==> src/rtl/systolic_skew_feeder.sv <==
// systolic_skew_feeder
//
// Upstream stage of systolic_array. Loads one N x N data tile (A) and one
// N x N weight tile (B) over a valid/ready interface, one column of A and one
// row of B per beat, then replays them into the array in diagonally skewed
// order (lane i delayed by i cycles). A one-cycle clear pulse precedes each
// stream and a one-cycle done pulse follows it.
//
// Ports:
//   clk          system clock, rising edge
//   reset        synchronous, active-high reset
//   in_valid     load beat offered
//   in_ready     load beat accepted when in_valid && in_ready
//   in_data      beat k: byte lane i = A[i][k]
//   in_weight    beat k: byte lane j = B[k][j]
//   array_clear  one-cycle pulse that zeroes the array accumulators
//   out_valid    a stream step is present on datain/weightin
//   datain       skewed A lanes to systolic_array.datain
//   weightin     skewed B lanes to systolic_array.weightin
//   done         one-cycle pulse after the last stream step
//
// All outputs are registered: the combinational processes compute the value
// each output takes in the next cycle from the next state.

module systolic_skew_feeder #(
  parameter int array_size = 3,
  localparam int data_size = 8 * array_size
) (
  input  logic                 clk,
  input  logic                 reset,
  input  logic                 in_valid,
  output logic                 in_ready,
  input  logic [data_size-1:0] in_data,
  input  logic [data_size-1:0] in_weight,
  output logic                 array_clear,
  output logic                 out_valid,
  output logic [data_size-1:0] datain,
  output logic [data_size-1:0] weightin,
  output logic                 done
);

  // Stream steps run 0 .. 3N-3; beats run 0 .. N-1.
  localparam int last_step = 3 * array_size - 3;
  localparam int step_w    = $clog2(3 * array_size - 1);
  localparam int beat_w    = (array_size > 1) ? $clog2(array_size) : 1;

  typedef enum logic [1:0] {
    LOAD,
    CLEAR,
    STREAM,
    DONE
  } state_t;

  state_t              state, state_next;
  logic [beat_w-1:0]   beat, beat_next;
  logic [step_w-1:0]   step, step_next;

  logic [7:0] a_buf [array_size][array_size];  // a_buf[row][col] = A
  logic [7:0] b_buf [array_size][array_size];  // b_buf[row][col] = B

  logic                 accept;
  logic                 in_ready_next;
  logic                 array_clear_next;
  logic                 out_valid_next;
  logic                 done_next;
  logic [data_size-1:0] datain_next;
  logic [data_size-1:0] weightin_next;
  logic [beat_w-1:0]    k_idx;

  // in_ready is only ever high in LOAD, so a handshake implies LOAD.
  assign accept = in_valid && in_ready;

  // State register plus registered outputs; reset overrides everything.
  always_ff @(posedge clk) begin
    if (reset) begin
      state       <= LOAD;
      beat        <= '0;
      step        <= '0;
      in_ready    <= 1'b0;
      array_clear <= 1'b0;
      out_valid   <= 1'b0;
      done        <= 1'b0;
      datain      <= '0;
      weightin    <= '0;
    end else begin
      state       <= state_next;
      beat        <= beat_next;
      step        <= step_next;
      in_ready    <= in_ready_next;
      array_clear <= array_clear_next;
      out_valid   <= out_valid_next;
      done        <= done_next;
      datain      <= datain_next;
      weightin    <= weightin_next;
    end
  end

  // NOTE: tile buffers carry no reset; a stale tile is never streamed because
  // the FSM only reaches STREAM after N fresh beats have been written.
  always_ff @(posedge clk) begin
    if (!reset && accept) begin
      for (int i = 0; i < array_size; i++) begin
        a_buf[i][beat] <= in_data[8*i +: 8];
        b_buf[beat][i] <= in_weight[8*i +: 8];
      end
    end
  end

  // Next-state logic.
  // NOTE: every signal gets a default first so no path leaves it unassigned
  // and no latch is inferred.
  always_comb begin
    state_next = state;
    beat_next  = beat;
    step_next  = step;
    unique case (state)
      LOAD: begin
        if (accept) begin
          if (beat == beat_w'(array_size - 1)) begin
            state_next = CLEAR;
            beat_next  = '0;
          end else begin
            beat_next = beat + beat_w'(1);
          end
        end
      end
      CLEAR: begin
        state_next = STREAM;
        step_next  = '0;
      end
      STREAM: begin
        if (step == step_w'(last_step)) begin
          state_next = DONE;
        end else begin
          step_next = step + step_w'(1);
        end
      end
      DONE: begin
        state_next = LOAD;
        beat_next  = '0;
      end
      default: state_next = LOAD;
    endcase
  end

  // Output decode for the next cycle. On step s, lane i carries the element
  // with inner index s-i when that index lies in 0..N-1, otherwise zero.
  always_comb begin
    in_ready_next    = (state_next == LOAD);
    array_clear_next = (state_next == CLEAR);
    out_valid_next   = (state_next == STREAM);
    done_next        = (state_next == DONE);
    datain_next      = '0;
    weightin_next    = '0;
    k_idx            = '0;
    if (state_next == STREAM) begin
      for (int i = 0; i < array_size; i++) begin
        k_idx = beat_w'(int'(step_next) - i);
        if (int'(step_next) >= i && int'(step_next) - i < array_size) begin
          datain_next[8*i +: 8]   = a_buf[i][k_idx];
          weightin_next[8*i +: 8] = b_buf[k_idx][i];
        end
      end
    end
  end

endmodule

==> config.mk <==
export PLATFORM = sky130hd
export DESIGN_NAME = systolic_skew_feeder
export DESIGN_NICKNAME = d
export VERILOG_FILES = /design/src/rtl/systolic_skew_feeder.sv
export SDC_FILE = /design/constraint.sdc
export NUM_CORES = 1
export LEC_CHECK = 0
export CELL_PAD_IN_SITES_DETAIL_PLACEMENT = 1
export CELL_PAD_IN_SITES_GLOBAL_PLACEMENT = 2
export CORE_ASPECT_RATIO = 0.75
export CORE_UTILIZATION = 25
export DETAILED_ROUTE_END_ITERATION = 10
export PLACE_DENSITY = 0.64
export SKIP_CTS_REPAIR_TIMING = 1
export SLEW_MARGIN = 20
export SYNTH_ARGS = -nofsm -noshare
export SYNTH_HDL_FRONTEND = slang
export SYNTH_SLANG_ARGS = --single-unit
==> constraint.sdc <==
create_clock -name clk -period 10 [get_ports clk]
set_input_delay 1.5 -clock clk [delete_from_list [all_inputs] [get_ports clk]]
set_output_delay 1.5 -clock clk [all_outputs]
set_load 0.05 [all_outputs]
==> flow_summary.ini <==
[status]
status = completed

[sta]
timing.final.crit_share_pct = 41.40
tightest_slew_ns = 1.056
min_period_ns = 4.140
fmaxAchievable_ghz = 0.2415
tns_ns = 0
rsz0062_at_grt = no
finalHoldViolations = 0
skew_ns = 0.01484
relSlewSlack_pct = 29.60
setup_viol = 0
slew_violations = 0

[power]
power.density_nw_per_um2 = 186.0
combPwrFrac_pct = 2.5
p_clk_share_pct = 45.8
internal-power_uw = 1422
p_leak_uw = 0.003055
ir_drop_mv = 0.1077
p_sw_uw = 345.4
seq_power_share_pct = 51.7
switching_share_pct = 19.54

[detailed_routing]
dr.pass1.iters = 4
final_antenna_net_count = 0
met3WireLength_um = 1071
routed_wirelength_um = 17610
wl_met1_um = 8010
wl_per_cell_um = 17.99
drt_iter0_drc = 161
dr_wl_met2_um = 8254
routed_via_density = 4.428
highest_layer = met5
route.detailed.drc = 0
route.vias.total = 4335

[clock_network]
cts_buffer_depth = 3
cts_tree = built
cts-root-buf = clkbuf_16
cts-buffers-inserted = 22
cts_sinks = 203
h-tree-depth = 1
path_clk_slew_ns = 0.06
clk_latency_ns = 0.50

[critical_path]
rr_worst_depth = 11
r2r_slack_ns = 5.86
criticalPathCategory = reg2reg
reg2reg_to = weightin[10]
r2r-start = state[0]
crit_fanout = 53
critPathArrivalTime_ns = 4.50
crit_required_ns = 10.36
end_kind = flip-flop
start_kind = flip-flop

[synthesis]
yosysSeqAreaShare_pct = 75.36
synth_cells = 471
synth_area_leaders = edfxtp_1 (59%), dfxtp_1 (16%), nand3_1 (2.9%)
synth-edff-count = 144
syn_nets = 535
yosys.cell_count.top_type = edfxtp_1
ys_types = 42
ys.flop_type = edfxtp_1
synth_common_cells = edfxtp_1 (144), dfxtp_1 (59), nand3_1 (42)
yosysTopAreaCellShare_pct = 59.19
syn_area_um2 = 7306
synth.avg_cell_area_um2 = 15.51
yosysTopAreaCell = edfxtp_1
ys_ff_latch = 203
yosys_warnings = 0
synthArstFlopShare_pct = 0

[place]
portBuffers = 102
dp_hpwl_um = 10720
finalWeightedCongestion = 0.7196

[global_route]
grt_pass1_vias = 4622
grt_usage_pct = 11.90
grt_pass1_wl_um = 26850
antenna_found_initial = 1
grt-ovfl-total = 0
grt_max_degree = 54

[die]
ios = 103
chipHeight_um = 150.0
die_area_um2 = 29920
core-area_um2 = 28380
initial_core_util_pct = 25.74
dieWidth_um = 199.4
rows = 53

[hold_path]
min_path_type = reg2reg
hold_path_depth = 2
hold_end = weightin[21]
hp-start = b_buf[2][5]

[layout]
final_util_pct = 33.48
nNetsFinal = 642
drive_gt1_share_pct = 9.091
area_delta_synth_final_pct = 30.07
diodes = 0

[job]
drv_cap = 0
==> layout by cell type, fill, tap and decap left out, types with 4 or more instances in the layout <==
cell type	synthesis	layout
a2111oi_0	14	14
clkbuf_8	0	4
buf_4	2	8
a311oi_1	8	8
dfxtp_1	59	59
and2_1	9	9
edfxtp_1	144	144
nand2_1	9	9
mux2i_1	16	16
nand3_1	42	42
ha_1	13	13
o21ai_0	6	6
a211oi_1	24	24
clkbuf_16	0	24
nor2_1	23	23
clkdlybuf4s50_1	0	102
o221ai_1	16	16
nor2b_1	15	15
inv_1	8	8
clkinv_2	0	6
==> registers in the layout, indices dropped and copies added, names as in the netlist <==
signal	flops
datain	24
weightin	24
beat	2
in_ready	1
out_valid	1
state	2
array_clear	1
b_buf	72
a_buf	72
done	1
step	3
==> layout make-up <==
cell class	instances	area, um^2
Clock buffer	31	666.9
Clock inverter	9	71.32
Fill cell	2982	18880
Inverter	10	37.54
Multi-Input combinational cell	231	1659
Sequential cell	203	5505
Tap cell	385	481.7
Timing Repair Buffer	110	1081
==> worst max-delay path by stage <==
stage	startpoint	to	slack, ns
2_1_floorplan	reset	a_buf[0][10]	3.99
3_3_place_gp	state[0]	weightin[22]	5.89
3_5_place_dp	state[0]	weightin[10]	5.69
4_1_cts	state[0]	weightin[10]	5.71
5_1_grt	state[0]	weightin[10]	5.39
6_report	state[0]	weightin[10]	5.86
==> critical path, cell delays in order, from the launching register on <==
cell and delay (ns):
dfxtp_1 0.38, inv_1 0.10, ha_1 0.47, and3b_1 0.20, or2_1 0.80, inv_2 0.66, ha_1 0.41, ha_1 0.27
nor2b_1 0.12, a21oi_1 0.05, buf_4 0.21, a2111oi_0 0.34
==> power groups by stage <==
stage	clock network, uW	registers, uW	logic (uW)
finish	810	914	43.5
global route	869	915	47.0
CTS	835	914	44.5
detailed placement	0	932	44.3
global placement	0	932	42.4
floorplan	0	935	8.73
==> kinds of logic (layout without fill, tap and decap cells) <==
logic type      count (synthesis)  after routing  synth area share (%)
compound gates                 86             86                 9.522
xor+xnor                        2              2                0.2398
fa+ha+maj                      13             13                 2.226
buf+inv                        37            160                 2.244
flops                         203            203                 75.36
mux                            16             16                 2.192
simple gates                  114            114                 8.221
==> metal layers <==
layer	GRT usage [%]	up-vias
li1	-	2040
met1	15.47	2151
met2	19.79	115
met3	3.178	27
met4	2.595	2
met5	0	-
==> metrics by stage <==
step | hold WS [ns] | worst slack, ns | instances | total power (uW) | instance area, um^2
after floorplan | 0.4821 | 3.994 | 471 | 943.6 | 7306
after global placement | 0.5156 | 5.889 | 939 | 974.2 | 8765
after detailed placement | 0.5203 | 5.688 | 939 | 976.7 | 8765
after CTS | 0.5287 | 5.708 | 979 | 1794 | 9503
after global routing | 0.5706 | 5.390 | 979 | 1830 | 9503
final | 0.5247 | 5.860 | 979 | 1768 | 9503
Note: power is estimated with default switching activity, not from simulation.
